### src/rtl/regfile_dumper.sv
// regfile_dumper: streams registers 0..NUM_REGS-2 out over a valid/ready port, or zeroes them.
// Define REGDUMP_CHECKSUM_EN to append a final beat carrying the XOR of all dumped words.
module regfile_dumper #(
  parameter int REG_WIDTH = 64,
  parameter int NUM_REGS  = 32
) (
  input  logic                        clk,
  input  logic                        reset,
  input  logic                        start,
  input  logic                        clear_mode,
  output logic                        busy,
  output logic                        done,
  output logic [$clog2(NUM_REGS)-1:0] ReadRegister,
  input  logic [REG_WIDTH-1:0]        ReadData,
  output logic                        RegWrite,
  output logic [$clog2(NUM_REGS)-1:0] WriteRegister,
  output logic [REG_WIDTH-1:0]        WriteData,
  output logic                        dout_valid,
  input  logic                        dout_ready,
  output logic [REG_WIDTH-1:0]        dout_data,
  output logic [$clog2(NUM_REGS)-1:0] dout_index,
  output logic                        dout_last
);
  localparam int IW = $clog2(NUM_REGS);
  localparam logic [IW-1:0] LAST = IW'(NUM_REGS - 2);
  localparam logic [IW-1:0] TOP  = IW'(NUM_REGS - 1);
  typedef enum logic [2:0] {IDLE, READ, SEND, CLEAR, DONE} state_t;
  state_t               state_q;
  logic [IW-1:0]        idx_q;
  logic [IW-1:0]        dout_index_q;
  logic [REG_WIDTH-1:0] dout_data_q;
  logic                 last_q;
`ifdef REGDUMP_CHECKSUM_EN
  logic [REG_WIDTH-1:0] csum_q;
`endif
  always_ff @(posedge clk or negedge reset) begin
    if (!reset) begin
      state_q      <= IDLE;
      idx_q        <= '0;
      dout_index_q <= '0;
      dout_data_q  <= '0;
      last_q       <= 1'b0;
`ifdef REGDUMP_CHECKSUM_EN
      csum_q       <= '0;
`endif
    end else begin
      case (state_q)
        IDLE: if (start) begin
          idx_q   <= '0;
          state_q <= clear_mode ? CLEAR : READ;
`ifdef REGDUMP_CHECKSUM_EN
          csum_q  <= '0;
`endif
        end
        READ: begin
          dout_data_q  <= ReadData;
          dout_index_q <= idx_q;
          state_q      <= SEND;
`ifdef REGDUMP_CHECKSUM_EN
          last_q       <= 1'b0;
          csum_q       <= csum_q ^ ReadData;
`else
          last_q       <= idx_q == LAST;
`endif
        end
        SEND: if (dout_ready) begin
`ifdef REGDUMP_CHECKSUM_EN
          // The checksum beat is loaded straight into the output register, so X31 is never read.
          if (idx_q == TOP) state_q <= DONE;
          else if (idx_q == LAST) begin
            idx_q        <= TOP;
            dout_data_q  <= csum_q;
            dout_index_q <= TOP;
            last_q       <= 1'b1;
          end else begin
            idx_q   <= idx_q + 1'b1;
            state_q <= READ;
          end
`else
          if (idx_q == LAST) state_q <= DONE;
          else begin
            idx_q   <= idx_q + 1'b1;
            state_q <= READ;
          end
`endif
        end
        CLEAR: if (idx_q == LAST) state_q <= DONE;
               else idx_q <= idx_q + 1'b1;
        DONE: state_q <= IDLE;
        default: state_q <= IDLE;
      endcase
    end
  end
  assign busy          = state_q != IDLE;
  assign done          = state_q == DONE;
  assign ReadRegister  = state_q == READ ? idx_q : '0;
  assign RegWrite      = state_q == CLEAR;
  assign WriteRegister = RegWrite ? idx_q : '0;
  assign WriteData     = '0;
  assign dout_valid    = state_q == SEND;
  assign dout_data     = dout_data_q;
  assign dout_index    = dout_index_q;
  assign dout_last     = dout_valid & last_q;
endmodule

### config.mk
export PLATFORM = sky130hd
export DESIGN_NAME = regfile_dumper
export DESIGN_NICKNAME = d
export VERILOG_FILES = /design/src/rtl/regfile_dumper.sv
export SDC_FILE = /design/constraint.sdc
export NUM_CORES = 1
export LEC_CHECK = 0
export BUFFER_PORTS_ARGS = -buffer_cell sky130_fd_sc_hd__buf_2
export CAP_MARGIN = 0
export CELL_PAD_IN_SITES_DETAIL_PLACEMENT = 1
export CELL_PAD_IN_SITES_GLOBAL_PLACEMENT = 1
export CORE_ASPECT_RATIO = 1.1
export CORE_UTILIZATION = 33
export DETAILED_ROUTE_END_ITERATION = 6
export PLACE_DENSITY = 0.75
export SLEW_MARGIN = 10
export SYNTH_ARGS = -nofsm -noshare
export SYNTH_HDL_FRONTEND = slang
export SYNTH_SLANG_ARGS = --single-unit
### constraint.sdc
create_clock -name clk -period 1.6 [get_ports clk]
set_input_delay 0.16 -clock clk [delete_from_list [all_inputs] [get_ports clk]]
set_output_delay 0.16 -clock clk [all_outputs]
set_load 0.01 [all_outputs]
==> flow_metrics.env, run 1 <==
export IMPL_run_status="complete, but fails checks"
export IMPL_violations="setup timing"
export IMPL_layout_common_cells="buf_2 (142), dfrtp_1 (77), conb_1 (64), mux2_4 (42), mux2_2 (23)"
export IMPL_setup_viol=11
export IMPL_routed_wl_mm=9.67
export IMPL_cts_tree="yes"
export IMPL_leakage_nw=2.66
export IMPL_cts_root_buf="clkbuf_16"
export IMPL_cp_start_kind="flop"
export IMPL_place_hpwl_mm=6.70
export IMPL_finalWeightedCongestion=0.748
export IMPL_dp_cells=577
export IMPL_criticalPathCategory="reg2out"
export IMPL_clock_skew_ns=0.00982
export IMPL_synth_area_leader_cell="dfrtp_1"
export IMPL_netlist_area_um2=3810
export IMPL_fp_dieW_um=104
export IMPL_ys_seq_elements=78
export IMPL_synth_main_ff_cell="dfrtp_1"
export IMPL_final_util_pct=46.8
export IMPL_grt_usage_pct=16.1
export IMPL_syn_area_per_cell_um2=14.0
export IMPL_arrival_ns=1.50
export IMPL_clock_latency_ns=0.33
export IMPL_drive_gt1_share_pct=61.2
export IMPL_io_buffers=152
export IMPL_viasPerCell=4.20
export IMPL_numCtsBuffers=9
export IMPL_internal_power_mw=7.15
export IMPL_power_frac_comb_pct=48.8
export IMPL_crit_required_ns=1.44
export IMPL_cts_clk_slew_worst_paths_ns=0.07
export IMPL_row_count=40
export IMPL_area_growth_pct=35.8
export IMPL_yosysWarningCount=0
export IMPL_htree_levels=3
export IMPL_ios=217
export IMPL_async_flop_share_pct=100
export IMPL_seq_power_share_pct=32.2
export IMPL_synth_cell_type_count=31
export IMPL_die_h_um=115
export IMPL_wl_per_cell_um=15.9
export IMPL_hold_class="in2reg"
export IMPL_cap_violations=0
export IMPL_fmax_mhz=604
export IMPL_p_sw_share_pct=34.0
export IMPL_period_share_pct=104
export IMPL_vias=2555
export IMPL_final_common_cell="buf_2"
export IMPL_synth_seq_area_share_pct=51.2
export IMPL_power_switching_mw=3.68
export IMPL_grt_pass1_vias=2651
export IMPL_ant_nets=0
export IMPL_synth_enable_flop_cells=0
export IMPL_grt_pass1_wl_mm=14.7
export IMPL_p_per_area_nw_per_um2=2090
export IMPL_dieArea_um2=12000
export IMPL_hold_viol_final=0
export IMPL_layout_setup_ws_ns=-0.0564
export IMPL_cts_sinks=78
export IMPL_gr_total_overflow=0
export IMPL_yosys_area_top_type_share_pct=51.2
export IMPL_cts_path_max_buffers=2
export IMPL_drv_slew=0
export IMPL_grt_max_degree=57
export IMPL_antenna_cells=0
export IMPL_drc=0
export IMPL_period_needed_ns=1.66
export IMPL_synth_cells=273
export IMPL_rsz0062_at_grt="yes"
export IMPL_grt_antenna_before_repair=0
export IMPL_layout_cells_non_filler=608
export IMPL_endpoint_kind="output port"
export IMPL_yosys_top_cells_area="dfrtp_1 (51%), mux2_4 (16%), buf_4 (13%)"
export IMPL_drtIter0Drc=96
export IMPL_start_util_pct=34.4
export IMPL_num_nets_final=527
export IMPL_cp_max_fo=6
export IMPL_firstDrtPassIters=4
export IMPL_pwr_share_clk_pct=19.0
export IMPL_peakVddDrop_mv=0.681
export IMPL_core_area_um2=11100
[Yosys cell counts, drive strengths merged (2+ instances only)]
| library cell | count |
|---|---|
| buf | 73 |
| dfrtp | 78 |
| nor3 | 3 |
| nand2 | 7 |
| and2 | 10 |
| o21ai | 2 |
| inv | 4 |
| ha | 2 |
| nor2 | 4 |
| nor3b | 2 |
| o31ai | 2 |
| nand3 | 5 |
| mux2 | 69 |
[per-stage QoR]
| stage | hold slack, ns | cell area, um^2 | setup WS, ns | total power, mW | TNS, ns |
|---|---|---|---|---|---|
| after global placement | 0.0696 | 4570 | 0.0981 | 7.99 | 0 |
| after floorplan | -0.136 | 4050 | 0.169 | 6.56 | 0 |
| final | 0.0536 | 5170 | -0.0564 | 10.8 | -0.229 |
| after global routing | 0.0469 | 5170 | -0.110 | 11.5 | -1.38 |
| after CTS | 0.0438 | 5070 | -0.0513 | 10.7 | -0.357 |
| after detailed placement | 0.0827 | 4570 | 0.0457 | 8.17 | 0 |
[worst max-delay path, stage by stage (launching register included)]
cell     delay [ns]
dfrtp_1        0.42
buf_6          0.15
and3b_2        0.29
and2_1         0.15
buf_2          0.14
[routing by layer]
layer	share of wire (%)	track usage [%]	vias to the layer above
met4	1.7	5.90	0
met3	7.4	4.44	14
met5	0	0	-
li1	-	-	1157
met2	49	27.6	140
met1	42	19.4	1244
[final cells by class]
type	instances	area, um^2
repair buffers	182	1160
fillers	1215	5890
well taps	147	184
multi-input cells	181	1560
clock buffers	10	229
clock inverters	6	71.3
flip-flops and latches	78	1950
inverters	4	15.0
[path summary, 6_finish.rpt]
kind	end	startpoint	slack (ns)	cells past startpoint
worst max-delay path	WriteRegister[3]	state_q[2]	-0.06	4
worst max register to register	dout_data[36]	state_q[1]	-0.01	6
min in group asynchronous	dout_data[25]	reset	0.29	2
max in group asynchronous	dout_data[38]	reset	0.69	3
worst min register to register	dout_data[33]	dout_data[33]	0.49	1
worst min-delay path	dout_data[36]	ReadData[36]	0.05	2
[state kept, by name (all words and copies together), names as in the netlist]
signal,count
dout_index,5
last_q,1
idx_q,5
state_q,3
dout_data,64
[timing repair]
action,4_1_cts,5_1_grt
gates resized for setup,19,20
pin swaps,5,8
buffers inserted,9,3
endpoints found under the hold margin,22,0
hold buffers,1,0
gates cloned,2,1
setup endpoints to repair,11,59
[power by group through the flow]
stage	registers [mW]	logic (mW)	clock network (mW)
after floorplan	3.95	2.61	0
after global placement	3.46	4.53	0
final	3.49	5.28	2.05
after global routing	3.61	5.68	2.18
after detailed placement	3.53	4.64	0
after CTS	3.50	5.12	2.11
[cell families (layout without fill, tap and decap cells)]
| family | count (synthesis) | in the layout | share of synthesized area (%) |
|---|---|---|---|
| adder cells (fa/ha/maj) | 2 | 2 | 0.657 |
| other | 1 | 64 | 0.0984 |
| flip-flops | 78 | 78 | 51.2 |
| buffers and inverters | 77 | 202 | 15.7 |
| AND/OR/NAND/NOR | 37 | 37 | 5.65 |
| AO/OA/AOI/OAI | 8 | 8 | 2.04 |
| multiplexers | 70 | 70 | 24.6 |
(Power assumes the default switching activity.)
==> run 2: changes to the inputs <==
--- a/config.mk
+++ b/config.mk
@@ -12,6 +12,7 @@
 export CORE_ASPECT_RATIO = 1.1
 export CORE_UTILIZATION = 33
 export DETAILED_ROUTE_END_ITERATION = 6
+export MAX_ROUTING_LAYER = met4
 export PLACE_DENSITY = 0.75
 export SLEW_MARGIN = 10
 export SYNTH_ARGS = -nofsm -noshare
==> flow_metrics.env, run 2 (synthesized netlist as in run 1, its figures left out) <==
export IMPL_grt_usage_pct=16.6
export IMPL_layout_common_cells="buf_2 (142), dfrtp_1 (77), conb_1 (64), mux2_4 (42), mux2_2 (23)"
export IMPL_clock_skew_ns=0.00982
export IMPL_n_fill_cell=1215
export IMPL_whs_ns=0.0544
export IMPL_power_frac_comb_pct=48.8
export IMPL_fmax_mhz=604
export IMPL_run_status="complete, but fails checks"
export IMPL_rr_endpoint="dout_data[36]"
export IMPL_numCtsBuffers=9
export IMPL_io_buffers=152
export IMPL_period_needed_ns=1.66
export IMPL_dp_cells=577
export IMPL_hp_start="ReadData[36]"
export IMPL_viasPerCell=4.20
export IMPL_leakage_nw=2.66
export IMPL_rrSetupSlack_ns=-0.01
export IMPL_reg2reg_depth=6
export IMPL_dpl_cell_area_um2=4570
export IMPL_cp_start_kind="flop"
export IMPL_layout_setup_ws_ns=-0.0564
export IMPL_ios=217
export IMPL_fp_dieW_um=104
export IMPL_hold_class="in2reg"
export IMPL_cts_tree="yes"
export IMPL_arrival_ns=1.50
export IMPL_power_switching_mw=3.68
export IMPL_drc=0
export IMPL_min_to="dout_data[36]"
export IMPL_violations="setup timing"
export IMPL_p_per_area_nw_per_um2=2090
export IMPL_grt_antenna_before_repair=0
export IMPL_grt_pass1_vias=2649
export IMPL_htree_levels=3
export IMPL_cts_clk_slew_worst_paths_ns=0.07
export IMPL_clock_latency_ns=0.33
export IMPL_setup_viol=11
export IMPL_multi_input_area_um2=1560
export IMPL_pwr_share_clk_pct=18.9
export IMPL_internal_power_mw=7.15
export IMPL_criticalPathCategory="reg2out"
export IMPL_num_nets_final=527
export IMPL_period_share_pct=104
export IMPL_hold_viol_final=0
export IMPL_cts_path_max_buffers=2
export IMPL_vias=2555
export IMPL_row_count=40
export IMPL_drtIter0Drc=94
export IMPL_start_util_pct=34.4
export IMPL_area_growth_pct=35.8
export IMPL_grt_pass1_wl_mm=14.6
export IMPL_p_total_mw=10.8
export IMPL_core_area_um2=11100
export IMPL_crit_required_ns=1.44
export IMPL_gr_total_overflow=0
export IMPL_place_hpwl_mm=6.70
export IMPL_fin_area_um2=5170
export IMPL_antenna_cells=0
export IMPL_die_h_um=115
export IMPL_layout_cells_non_filler=608
export IMPL_dp_slack_ns=0.0457
export IMPL_whs_path_depth=2
export IMPL_firstDrtPassIters=4
export IMPL_wl_per_cell_um=15.9
export IMPL_final_common_cell="buf_2"
export IMPL_endpoint_kind="output port"
export IMPL_routed_wl_mm=9.68
export IMPL_r2r_start="state_q[1]"
export IMPL_seq_power_share_pct=32.2
export IMPL_cp_max_fo=6
export IMPL_largest_reg_flops=64
export IMPL_dieArea_um2=12000
export IMPL_p_sw_share_pct=34.0
export IMPL_cap_violations=0
export IMPL_grt_max_degree=57
export IMPL_cts_root_buf="clkbuf_16"
export IMPL_peakVddDrop_mv=0.679
export IMPL_ant_nets=0
export IMPL_rsz0062_at_grt="yes"
export IMPL_ff_latch_area_um2=1950
export IMPL_cts_sinks=78
export IMPL_finalWeightedCongestion=0.758
export IMPL_drive_gt1_share_pct=61.2
export IMPL_drv_slew=0
-- run 2: area by class of cell --
type,instances,area share (%)
clock inverter,6,1.38
inverter,4,0.290
timing repair buffer,182,22.5
tap,147,3.55
sequential,78,37.7
multi-input combinational,181,30.1
clock buffer,10,4.42
-- run 2: worst max path at each step --
stage,from,to,slack [ns],cells past startpoint
final,state_q[2],WriteRegister[3],-0.06,4
after global routing,state_q[2],WriteRegister[3],-0.11,4
after CTS,state_q[2],WriteRegister[4],-0.05,4
after detailed placement,state_q[1],dout_data[63],0.05,3
after global placement,state_q[1],dout_data[47],0.1,3
after floorplan,state_q[1],dout_data[0],0.17,4
-- run 2: repair_timing --
item / in CTS / in global routing
endpoints found under the hold margin: 22 / 0
setup buffers: 9 / 3
hold buffers: 1 / 0
pin swaps: 5 / 8
gates resized for setup: 19 / 20
endpoints found under the setup margin: 11 / 59
gates cloned: 2 / 1
-- run 2: power by group through the flow --
| stage | registers, mW | logic, mW | clock network (mW) |
|---|---|---|---|
| after floorplan | 3.95 | 2.61 | 0 |
| after global placement | 3.46 | 4.53 | 0 |
| after detailed placement | 3.53 | 4.64 | 0 |
| after CTS | 3.50 | 5.12 | 2.11 |
| after global routing | 3.61 | 5.68 | 2.18 |
| final | 3.49 | 5.29 | 2.05 |
-- run 2: critical path, stage by stage (launching register included) --
cell and delay (ns):
dfrtp_1 0.42, buf_6 0.15, and3b_2 0.29, and2_1 0.15
buf_2 0.14
-- run 2: layer usage --
metal	global-route usage [%]	vias to the layer above	part of all wire (%)
met3	4.27	14	7.2
li1	-	1157	-
met2	27.6	140	49
met1	19.5	1244	42
met5	-	-	0
met4	5.90	0	1.7
-- run 2: per-stage QoR --
| stage | util (%) | TNS, ns |
|---|---|---|
| after global routing | 46.8 | -1.38 |
| after detailed placement | 41.3 | 0 |
| after global placement | 41.3 | 0 |
| after CTS | 45.9 | -0.357 |
| final | 46.8 | -0.230 |
| after floorplan | - | 0 |
